### config.mk
export PLATFORM = sky130hd
export DESIGN_NAME = clock_set_ctrl
export DESIGN_NICKNAME = d
export VERILOG_FILES = /design/src/rtl/clock_set_ctrl.sv
export SDC_FILE = /design/constraint.sdc
export NUM_CORES = 1
export LEC_CHECK = 0
export CAP_MARGIN = 15
export CORE_ASPECT_RATIO = 0.5
export CORE_UTILIZATION = 40
export DETAILED_ROUTE_END_ITERATION = 8
export PLACE_DENSITY = 0.56
export RECOVER_POWER = 100
export SYNTH_ARGS = -nofsm -noshare
export SYNTH_HDL_FRONTEND = slang
export SYNTH_SLANG_ARGS = --single-unit
### constraint.sdc
create_clock -name clk -period 4.05 [get_ports clk]
set_input_delay 0.405 -clock clk [delete_from_list [all_inputs] [get_ports clk]]
set_output_delay 0.405 -clock clk [all_outputs]
set_load 0.1 [all_outputs]
### src/rtl/clock_set_ctrl.sv
// Clock-setting controller: two debounced-by-sync buttons drive a RUN / SET_HR / SET_MIN / COMMIT
// FSM with inc auto-repeat, idle auto-commit and a blink phase for the digit being set.
module clock_set_ctrl #(
   parameter int unsigned BLINK_CYCLES   = 25_000_000,
   parameter int unsigned HOLD_CYCLES    = 25_000_000,
   parameter int unsigned REPEAT_CYCLES  = 5_000_000,
   parameter int unsigned TIMEOUT_CYCLES = 500_000_000
) (
   input  logic       clk,
   input  logic       rst,
   input  logic       btn_mode,
   input  logic       btn_inc,
   output logic       run_en,
   output logic       set_hr_inc,
   output logic       set_min_inc,
   output logic       clr_sec,
   output logic       hr_blank,
   output logic       min_blank,
   output logic [1:0] mode
);

   localparam logic [1:0] ST_RUN     = 2'd0;
   localparam logic [1:0] ST_SET_HR  = 2'd1;
   localparam logic [1:0] ST_SET_MIN = 2'd2;
   localparam logic [1:0] ST_COMMIT  = 2'd3;

   localparam int unsigned RPT_MAX = (HOLD_CYCLES > REPEAT_CYCLES) ? HOLD_CYCLES : REPEAT_CYCLES;
   localparam int RPT_W = $clog2(RPT_MAX + 1);
   localparam int TO_W  = $clog2(TIMEOUT_CYCLES + 1);
   localparam int BL_W  = $clog2(BLINK_CYCLES + 1);

   localparam logic [RPT_W-1:0] HOLD_CNT   = RPT_W'(HOLD_CYCLES);
   localparam logic [RPT_W-1:0] REPEAT_CNT = RPT_W'(REPEAT_CYCLES);
   localparam logic [TO_W-1:0]  TO_LAST    = TO_W'(TIMEOUT_CYCLES - 1);
   localparam logic [BL_W-1:0]  BL_LAST    = BL_W'(BLINK_CYCLES - 1);

   logic [1:0]       mode_sync_q, mode_sync_d, inc_sync_q, inc_sync_d;
   logic             mode_prev_q, mode_prev_d, inc_prev_q, inc_prev_d;
   logic             mode_edge_q, mode_edge_d, inc_edge_q, inc_edge_d;
   logic [1:0]       state_q, state_d;
   logic [TO_W-1:0]  to_q, to_d;
   logic [RPT_W-1:0] cnt_q, cnt_d;
   logic             rpt_q, rpt_d, armed_q, armed_d;
   logic [BL_W-1:0]  bcnt_q, bcnt_d;
   logic             blink_q, blink_d;
   logic             hr_inc_q, hr_inc_d, min_inc_q, min_inc_d;
   logic             in_set, rpt_fire, inc_fire, state_change, entering_set;

   // Registering the edge adds the third stage, so an edge acts 3 cycles after the raw sample.
   always_comb begin
      mode_sync_d = {mode_sync_q[0], btn_mode};
      inc_sync_d  = {inc_sync_q[0], btn_inc};
      mode_prev_d = mode_sync_q[1];
      inc_prev_d  = inc_sync_q[1];
      mode_edge_d = mode_sync_q[1] & ~mode_prev_q;
      inc_edge_d  = inc_sync_q[1] & ~inc_prev_q;
   end

   // NOTE: every signal assigned below gets a default first so no path leaves it unassigned (no latch).
   always_comb begin
      state_d   = state_q;
      to_d      = to_q;
      cnt_d     = cnt_q;
      rpt_d     = rpt_q;
      armed_d   = armed_q;
      bcnt_d    = bcnt_q;
      blink_d   = blink_q;
      hr_inc_d  = 1'b0;
      min_inc_d = 1'b0;

      in_set   = (state_q == ST_SET_HR) || (state_q == ST_SET_MIN);
      rpt_fire = armed_q && inc_prev_q && (rpt_q ? (cnt_q == REPEAT_CNT) : (cnt_q == HOLD_CNT));
      inc_fire = in_set && !mode_edge_q && (inc_edge_q || rpt_fire);

      case (state_q)
         ST_RUN:     if (mode_edge_q) state_d = ST_SET_HR;
         ST_SET_HR:  if (mode_edge_q) state_d = ST_SET_MIN;
                     else if (!inc_fire && to_q == TO_LAST) state_d = ST_COMMIT;
         ST_SET_MIN: if (mode_edge_q) state_d = ST_COMMIT;
                     else if (!inc_fire && to_q == TO_LAST) state_d = ST_COMMIT;
         default:    state_d = ST_RUN;
      endcase

      state_change = (state_d != state_q);
      entering_set = state_change && ((state_d == ST_SET_HR) || (state_d == ST_SET_MIN));

      if (!in_set || state_change || inc_edge_q || rpt_fire) to_d = '0;
      else                                                   to_d = to_q + TO_W'(1);

      // Arming only happens on an accepted edge, so a press held across a state change stays silent.
      if (!in_set || state_change || !inc_prev_q) begin
         armed_d = 1'b0;
         rpt_d   = 1'b0;
         cnt_d   = '0;
      end else if (inc_fire && inc_edge_q) begin
         armed_d = 1'b1;
         rpt_d   = 1'b0;
         cnt_d   = RPT_W'(1);
      end else if (rpt_fire) begin
         rpt_d   = 1'b1;
         cnt_d   = RPT_W'(1);
      end else if (armed_q) begin
         cnt_d   = cnt_q + RPT_W'(1);
      end

      if (entering_set) begin
         bcnt_d  = '0;
         blink_d = 1'b0;
      end else if (bcnt_q == BL_LAST) begin
         bcnt_d  = '0;
         blink_d = ~blink_q;
      end else begin
         bcnt_d  = bcnt_q + BL_W'(1);
      end

      hr_inc_d  = inc_fire && (state_q == ST_SET_HR);
      min_inc_d = inc_fire && (state_q == ST_SET_MIN);
   end

   // NOTE: state registers use non-blocking assignments so every flop samples pre-edge values.
   always_ff @(posedge clk or negedge rst) begin
      if (!rst) begin
         mode_sync_q <= '0;
         inc_sync_q  <= '0;
         mode_prev_q <= 1'b0;
         inc_prev_q  <= 1'b0;
         mode_edge_q <= 1'b0;
         inc_edge_q  <= 1'b0;
         state_q     <= ST_RUN;
         to_q        <= '0;
         cnt_q       <= '0;
         rpt_q       <= 1'b0;
         armed_q     <= 1'b0;
         bcnt_q      <= '0;
         blink_q     <= 1'b0;
         hr_inc_q    <= 1'b0;
         min_inc_q   <= 1'b0;
      end else begin
         mode_sync_q <= mode_sync_d;
         inc_sync_q  <= inc_sync_d;
         mode_prev_q <= mode_prev_d;
         inc_prev_q  <= inc_prev_d;
         mode_edge_q <= mode_edge_d;
         inc_edge_q  <= inc_edge_d;
         state_q     <= state_d;
         to_q        <= to_d;
         cnt_q       <= cnt_d;
         rpt_q       <= rpt_d;
         armed_q     <= armed_d;
         bcnt_q      <= bcnt_d;
         blink_q     <= blink_d;
         hr_inc_q    <= hr_inc_d;
         min_inc_q   <= min_inc_d;
      end
   end

   assign mode        = state_q;
   assign run_en      = (state_q == ST_RUN);
   assign clr_sec     = (state_q == ST_COMMIT);
   assign set_hr_inc  = hr_inc_q;
   assign set_min_inc = min_inc_q;
   assign hr_blank    = blink_q && (state_q == ST_SET_HR);
   assign min_blank   = blink_q && (state_q == ST_SET_MIN);

endmodule
==> summary.txt, run 1 <==
Final layout
  • P&R area growth vs syn: 11.3%
  • Final core utilization: 46.0%
  • Diode count: 0
  • Layout cells sized above 1: 4.90%
  • Fin nets: 539
  • Fillcell total: 1135

Die
  • Initial core utilization: 41.4%
  • Core Region: 0.0119 mm²
  • Ports: 12
  • Chip Width: 159 µm
  • Total Die Area: 0.0128 mm²
  • Die Y: 80.4 µm
  • Rows: 28

Yosys
  • Yosys top cell by area: dfrtp_1
  • Synth warn: 0
  • Count of different cell masters after synthesis: 50
  • Gate Count Post-Synth: 518
  • Register area share after synthesis: 47.9%
  • Most frequent cell after synthesis: dfrtp_1
  • Syn_area_per_cell: 9.48 µm²
  • Post-Syn Area: 0.00491 mm²
  • Commonest cells in the netlist: dfrtp_1 (94), nor2_1 (90), nand2_1 (44)
  • Post-synth EDFFs: 0
  • Syn Nets: 530
  • Async set-reset flop share out of synthesis: 100%
  • Flops & latches, synth: 94
  • Main flop type after synthesis: dfrtp_1
  • Share of the synthesized area in the top cell type: 47.9%
  • Synth area leaders: dfrtp_1 (48%), xor2_1 (7.0%), nor2_1 (6.9%)

GRT
  • GRT overflow: 0
  • Vias in the first global route: 3535
  • Antenna violations before repair: 0
  • Largest net degree at the start of global routing: 78
  • Gr usage total: 17.2%
  • First-pass GRT wire length: 17.4 mm

STA
  • Fin crit period: 3490 ps
  • Fin Setup TNS: 0 ps
  • RSZ-0062 raised after global routing: no
  • Setup violations, final: 0
  • Max Slew Vio Count: 78
  • Final worst-path cycle share: 86.2%
  • Max_slew headroom: -27.9%
  • Worst-Margin Slew: 1920 ps
  • Final Skew: 8.09 ps
  • Final Hold Vio Count: 0
  • Worst hold slack: 349 ps
  • FMAX: 287 MHz

Clock network
  • Worst-Skew Late Latency: 340 ps
  • # Post-CTS Setup Buffers: 0
  • CTS tree: yes
  • Clk sinks: 94
  • CTS hold repair buffers: 0
  • CTS clock-pin slew for the worst setup and hold paths: 70 ps
  • Clock root cell: clkbuf_16
  • Deepest clock path buffer count: 2
  • CTS resizes: 0
  • Num CTS Buffers: 9
  • H-tree depth: 3

Critical path
  • Crit start category: register
  • Slowest stage delay, CP: 560 ps
  • Worst-path cell chain: or4_1 > or4_1 > a2111o_1 > a21oi_1 > o211ai_1 > o41ai_4 > clkbuf_2 > nor2_1
  • Most frequent CP cell: or4_1
  • CP arrival: 3700 ps
  • Req. time, crit path: 4260 ps
  • Crit end category: register
  • Crit Path Class: reg2reg
  • Crit Path Max Fanout: 26
  • Slowest CP cell: or4_1

Drt
  • Routed vias/inst: 5.26
  • DR pass1 iterations: 4
  • DRC: 0
  • Vias: 3658
  • Total Wirelength: 9.98 mm
  • Wirelength per Cell: 14.3 µm
  • Initial drt markers: 180
  • Final ANT Viol Nets: 0

Power and ir drop
  • Pwr dens: 479 mW/mm²
  • Worst vdd ir: 0.000265 V
  • P_leak: 2.25 nW
  • Tot Pwr: 0.00262 W

Flow run
  • Maxcap violations: 1

Run status
  • Failing checks: max-capacitance violations, max-slew violations
  • Run status: finished, violations left

Placement
  • Routability cong.: 0.810
  • Port-buffer cells: 11
  • Post-DP HPWL: 6.69 mm

Hold path
  • Hold Path Class: reg2reg
## area by class of cell
class / count / area, µm² / share of cell area [%]
clock buffers: 11 / 243 / 4.44
clock inverters: 4 / 47.5 / 0.870
inverters: 13 / 48.8 / 0.893
multi-input cells: 393 / 2430 / 44.5
flip-flops and latches: 94 / 2350 / 43.1
well taps: 165 / 206 / 3.78
repair buffers: 16 / 136 / 2.50
## stage by stage
step                area (µm²)  setup slack, ps  cells
finish                    5470              560    696
global route              5470              327    696
CTS                       5490              725    696
detailed placement        5200              753    681
global placement          5200              810    681
floorplan                 4910             1.18    518
## flip-flops by register name (all words and copies together), names as in the netlist
register / cells
mode: 2
cnt_q: 25
to_q: 29
mode_sync_q: 2
blink_q: 1
inc_prev_q: 1
bcnt_q: 25
armed_q: 1
inc_edge_q: 1
inc_sync_q: 2
mode_edge_q: 1
mode_prev_q: 1
set_hr_inc: 1
set_min_inc: 1
rpt_q: 1
## layer usage
metal	up-vias	track usage [%]	part of all wire, %
met5	-	0	0
met3	6	4.49	3.5
li1	1827	-	-
met4	0	4.66	0.85
met1	1786	23.3	51
met2	39	27.2	44
## placed cells by master, fill, tap and decap left out, types with 9 or more instances in the layout
cell	netlist	layout
clkbuf_16	0	9
dlygate4sd3_1	0	10
xnor2_1	25	25
xor2_1	39	39
nand3_1	27	27
inv_1	13	13
a21oi_1	11	12
and3_1	22	22
nor2_1	90	90
o21ai_0	10	10
nand2_1	44	44
dfrtp_1	94	93
or3_1	10	10
nand4_1	18	18
## power by group
part	internal, W	total (W)	switching, W
registers	0.000978	0.00103	0.0000502
clock network	0.000490	0.000839	0.000349
logic	0.000204	0.000749	0.000545
total	0.00167	0.00262	0.000945
## critical path: cells and delay by family, from the launching register on
kind | cells | cell delay (ps)
AO/OA/AOI/OAI | 4 | 1230
flip-flops | 1 | 440
AND/OR/NAND/NOR | 3 | 1200
buffers and inverters | 1 | 500
## final timing paths
check | startpoint | end | slack [ps] | cells past startpoint
setup / recovery | cnt_q[16] | bcnt_q[14] | 560 | 8
hold / removal | mode_sync_q[0] | mode_sync_q[1] | 350 | 0
setup reg to reg | cnt_q[16] | bcnt_q[14] | 560 | 8
hold reg to reg | mode_sync_q[0] | mode_sync_q[1] | 350 | 0
max in group asynchronous | rst | bcnt_q[8] | 1760 | 2
min in group asynchronous | rst | cnt_q[19] | 600 | 1
## kinds of logic after synthesis
family                     synth area share, %
DFF                                       47.9
and+or+nand+nor                           26.9
xor gates and xnor gates                  11.4
adders and majority gates                 2.04
AOI/OAI and AO/OA                         9.25
buffers and inverters                     2.50
(Power assumes the default switching activity.)
==> run 2, diff against run 1 <==
- CORE_UTILIZATION: 40 -> 30
- PLACE_DENSITY: 0.56 -> 0.45
==> summary.txt, run 2 (same netlist as run 1, synthesis figures left out) <==
Power and ir drop
  • Pwr dens: 480 mW/mm²
  • Flop pwr share: 38.5%
  • Psw: 0.000981 W
  • Comb pwr share: 28.3%
  • Worst vdd ir: 0.000215 V
  • Clock power frac: 33.2%
  • Tot Pwr: 0.00267 W
  • P_leak: 2.26 nW
  • Switch share: 36.8%
  • Internal Power: 0.00169 W

Final layout
  • Diode count: 0
  • Biggest register: to_q
  • Non-Filler Instances: 754
  • Fin nets: 540
  • P&R area growth vs syn: 13.1%
  • Top Registers: to_q (29), bcnt_q (25), cnt_q (25)
  • Layout cells sized above 1: 5.07%
  • Sequential Area: 0.00235 mm²
  • Fillcell total: 1639
  • Multi-input gate area: 0.00242 mm²
  • Commonest cells after routing, fill and taps aside: dfrtp_1 (93), nor2_1 (90), nand2_1 (44)
  • Most common cell after layout, fill and taps aside: dfrtp_1
  • Post-route cell area: 0.00555 mm²
  • Max FFs per register: 29

Clock network
  • H-tree depth: 3
  • CTS hold repair buffers: 0
  • Clock root cell: clkbuf_16
  • CTS resizes: 0
  • CTS clock-pin slew for the worst setup and hold paths: 70 ps
  • Worst-Skew Late Latency: 350 ps
  • Num CTS Buffers: 9
  • # Post-CTS Setup Buffers: 0
  • CTS tree: yes
  • Clk sinks: 94
  • Deepest clock path buffer count: 2

Drt
  • Final ANT Viol Nets: 0
  • Vias: 3703
  • Wirelength per Cell: 14.0 µm
  • DRC: 0
  • DR pass1 iterations: 4
  • Total Wirelength: 10.5 mm
  • Routed vias/inst: 4.91
  • Initial drt markers: 224

Die
  • Total Die Area: 0.0169 mm²
  • Die Y: 92.5 µm
  • Initial core utilization: 31.3%
  • Ports: 12
  • Core Region: 0.0157 mm²
  • Chip Width: 183 µm
  • Rows: 32

GRT
  • Antenna violations before repair: 0
  • Largest net degree at the start of global routing: 55
  • GRT overflow: 0
  • Vias in the first global route: 3650
  • First-pass GRT wire length: 18.4 mm
  • Gr usage total: 13.7%

STA
  • Max Slew Vio Count: 96
  • Max_slew headroom: -98.5%
  • Final Hold Vio Count: 0
  • Worst-Margin Slew: 2980 ps
  • Final Skew: 11.4 ps
  • FMAX: 285 MHz
  • Fin crit period: 3510 ps
  • Fin Setup TNS: 0 ps
  • Final worst-path cycle share: 86.7%
  • Setup violations, final: 0
  • RSZ-0062 raised after global routing: no

Placement
  • Routability cong.: 0.793
  • Post-Place Cells: 738
  • Port-buffer cells: 11
  • Post-DP HPWL: 7.18 mm
  • Placed cell areas: 0.00528 mm²

Hold path
  • Worst hold start: mode_sync_q[0]
  • Worst Hold Depth: 0
  • Hold Path Class: reg2reg
  • Hold endpoint: mode_sync_q[1]

Critical path
  • R2R Path End: bcnt_q[0]
  • Reg2Reg Launch Point: to_q[0]
  • CP arrival: 3730 ps
  • Crit start category: register
  • Crit Path Max Fanout: 26
  • Worst-case reg-to-reg path depth: 9
  • Reg2Reg Setup Slack: 540 ps
  • Crit Path Class: reg2reg
  • Req. time, crit path: 4270 ps
  • Crit end category: register

Run status
  • Run status: finished, violations left
  • Failing checks: max-capacitance violations, max-slew violations

Flow run
  • Maxcap violations: 2
## run 2: power groups by stage
stage          combinational [W]  clock, W  sequential, W
4_1_cts                 0.000787  0.000923        0.00103
5_1_grt                 0.000824  0.000960        0.00104
3_5_place_dp            0.000785         0        0.00105
6_report                0.000755  0.000885        0.00103
3_3_place_gp            0.000792         0        0.00105
2_1_floorplan           0.000519         0        0.00110
## run 2: stage by stage
step / worst slack, ps / hold WS [ps] / utilization [%]
floorplan: 1.18 / 109 / -
global placement: 828 / 334 / 33.6
detailed placement: 818 / 340 / 33.6
CTS: 794 / 143 / 35.6
global route: 307 / 364 / 35.4
finish: 537 / 354 / 35.4
## run 2: worst max path at each step
| stage | end | startpoint | depth (start not counted) | slack, ps |
|---|---|---|---|---|
| after floorplan | cnt_q[11] | mode[1] | 11 | 1 |
| after global placement | bcnt_q[21] | to_q[0] | 9 | 830 |
| after detailed placement | cnt_q[24] | cnt_q[16] | 8 | 820 |
| after CTS | cnt_q[24] | cnt_q[16] | 8 | 790 |
| after global routing | bcnt_q[0] | to_q[0] | 9 | 310 |
| final | bcnt_q[0] | to_q[0] | 9 | 540 |
## run 2: layout make-up
| type | count | share of cell area, % |
|---|---|---|
| multi-input cells | 393 | 43.6 |
| flip-flops and latches | 94 | 42.4 |
| well taps | 221 | 4.98 |
| clock buffers | 10 | 4.30 |
| repair buffers | 17 | 2.61 |
| clock inverters | 6 | 1.24 |
| inverters | 13 | 0.879 |
## run 2: routing by layer
layer / global-route usage [%] / routed length (µm) / vias to the layer above
met1: 18.7 / 5560 / 1815
met2: 21.2 / 4590 / 46
li1: - / - / 1832
met4: 2.99 / 90 / 0
met3: 4.13 / 315 / 10
met5: 0 / 0 / -
## run 2: critical path: stages (launching register included)
cell and delay [ps]:
dfrtp_1 430, ha_1 260, nand3_1 120, or4_1 630, or2_0 290, o41ai_1 830
o211ai_1 290, o41ai_4 100, buf_4 340, nor3b_1 90
==> run 3, diff against run 2 <==
- CAP_MARGIN: 15 -> default
- CORE_ASPECT_RATIO: 0.5 -> 0.8
- CORE_MARGIN: default -> 2
==> summary.txt, run 3 (same netlist as run 1, synthesis figures left out) <==
Clock network
  • CTS clock-pin slew for the worst setup and hold paths: 80 ps
  • CTS resizes: 0
  • Worst-Skew Late Latency: 350 ps
  • H-tree depth: 3
  • # Post-CTS Setup Buffers: 0
  • Num CTS Buffers: 9
  • CTS hold repair buffers: 0
  • CTS tree: yes
  • Clk sinks: 94
  • Deepest clock path buffer count: 2
  • Clock root cell: clkbuf_16

Die
  • Core Region: 0.0159 mm²
  • Rows: 41
  • Initial core utilization: 30.9%
  • Ports: 12
  • Chip Width: 147 µm
  • Total Die Area: 0.0174 mm²
  • Die Y: 118 µm

Placement
  • Post-DP HPWL: 7.33 mm
  • Pre-CTS setup slack: 653 ps
  • Port-buffer cells: 11
  • Routability cong.: 0.819
  • Placed cell areas: 0.00526 mm²

Drt
  • Initial drt markers: 295
  • Routed vias/inst: 4.95
  • Total Wirelength: 10.7 mm
  • DRC: 0
  • Wirelength per Cell: 14.4 µm
  • Vias: 3696
  • DR pass1 iterations: 4
  • Final ANT Viol Nets: 0

Run status
  • Failing checks: max-capacitance violations, max-slew violations
  • Run status: finished, violations left

Critical path
  • Crit Path Max Fanout: 26
  • CP arrival: 3720 ps
  • Req. time, crit path: 4280 ps
  • Crit start category: register
  • Crit Path Class: reg2reg
  • Crit end category: register

STA
  • Max Slew Vio Count: 73
  • Final worst-path cycle share: 86.3%
  • RSZ-0062 raised after global routing: no
  • Worst hold slack: 368 ps
  • Max_slew headroom: -24.6%
  • PnR worst setup slack: 554 ps
  • Final Skew: 15.8 ps
  • Final Hold Vio Count: 0
  • Fin crit period: 3500 ps
  • Fin Setup TNS: 0 ps
  • FMAX: 286 MHz
  • Setup violations, final: 0
  • Worst-Margin Slew: 1870 ps

Final layout
  • Most common cell after layout, fill and taps aside: dfrtp_1
  • Biggest register: to_q
  • P&R area growth vs syn: 12.8%
  • Layout cells sized above 1: 5.08%
  • Fin nets: 539
  • Diode count: 0
  • Post-route cell area: 0.00554 mm²
  • Commonest cells after routing, fill and taps aside: dfrtp_1 (93), nor2_1 (90), nand2_1 (44)
  • Final core utilization: 34.8%
  • Max FFs per register: 29
  • Top Registers: to_q (29), bcnt_q (25), cnt_q (25)
  • Fillcell total: 1660

GRT
  • Antenna violations before repair: 0
  • Largest net degree at the start of global routing: 73
  • GRT overflow: 0
  • First-pass GRT wire length: 18.4 mm
  • Gr usage total: 13.2%
  • Vias in the first global route: 3554

Power and ir drop
  • Switch share: 37.4%
  • Clock power frac: 33.0%
  • Internal Power: 0.00167 W
  • Flop pwr share: 38.4%
  • Comb pwr share: 28.6%
  • Pwr dens: 482 mW/mm²
  • Worst vdd ir: 0.000382 V
  • P_leak: 2.25 nW
  • Psw: 0.000998 W

Hold path
  • Hold Path Class: reg2reg

Flow run
  • Maxcap violations: 1
## run 3: routing by layer
metal / vias to the layer above / share of wire (%) / global-route usage, %
met5: - / 0 / 0
met4: 0 / 1.3 / 4.39
met3: 13 / 3.2 / 3.86
met2: 44 / 42 / 18.2
met1: 1805 / 53 / 19.5
li1: 1834 / - / -
## run 3: final timing paths
| path | startpoint | end | slack (ps) | depth (start not counted) |
|---|---|---|---|---|
| max | to_q[0] | bcnt_q[24] | 550 | 9 |
| min | mode_sync_q[0] | mode_sync_q[1] | 370 | 0 |
| max reg2reg | to_q[0] | bcnt_q[24] | 550 | 9 |
| min reg2reg | mode_sync_q[0] | mode_sync_q[1] | 370 | 0 |
| max in group asynchronous | rst | mode[0] | 1490 | 2 |
| min in group asynchronous | rst | cnt_q[22] | 570 | 1 |
## run 3: worst max-delay path, cell delays in order (launching register included)
cell and delay (ps):
dfrtp_1 420, ha_1 250, nand3_1 120, or4_1 590, or2_0 290, o41ai_1 870
o211ai_1 280, o41ai_4 100, buf_4 330, nor2_1 90
## run 3: power groups by stage
stage,registers [W],clock network [W],logic (W)
final,0.00103,0.000882,0.000764
after global routing,0.00103,0.000964,0.000849
after CTS,0.00103,0.000918,0.000789
after detailed placement,0.00104,0,0.000783
after global placement,0.00104,0,0.000793
after floorplan,0.00110,0,0.000519
## run 3: area by class of cell
type                    count  area (µm²)  area share (%)
well taps                 215         269            4.85
clock buffers              10         229            4.13
inverters                  13        48.8           0.881
repair buffers             16         136            2.46
flip-flops and latches     94        2350            42.5
clock inverters             6        76.3            1.38
multi-input cells         393        2430            43.8
## run 3: metrics by stage
| stage | total power (W) | std cells |
|---|---|---|
| 6_report | 0.00267 | 747 |
| 2_1_floorplan | 0.00162 | 518 |
| 3_3_place_gp | 0.00183 | 731 |
| 5_1_grt | 0.00285 | 747 |
| 3_5_place_dp | 0.00183 | 731 |
| 4_1_cts | 0.00273 | 747 |
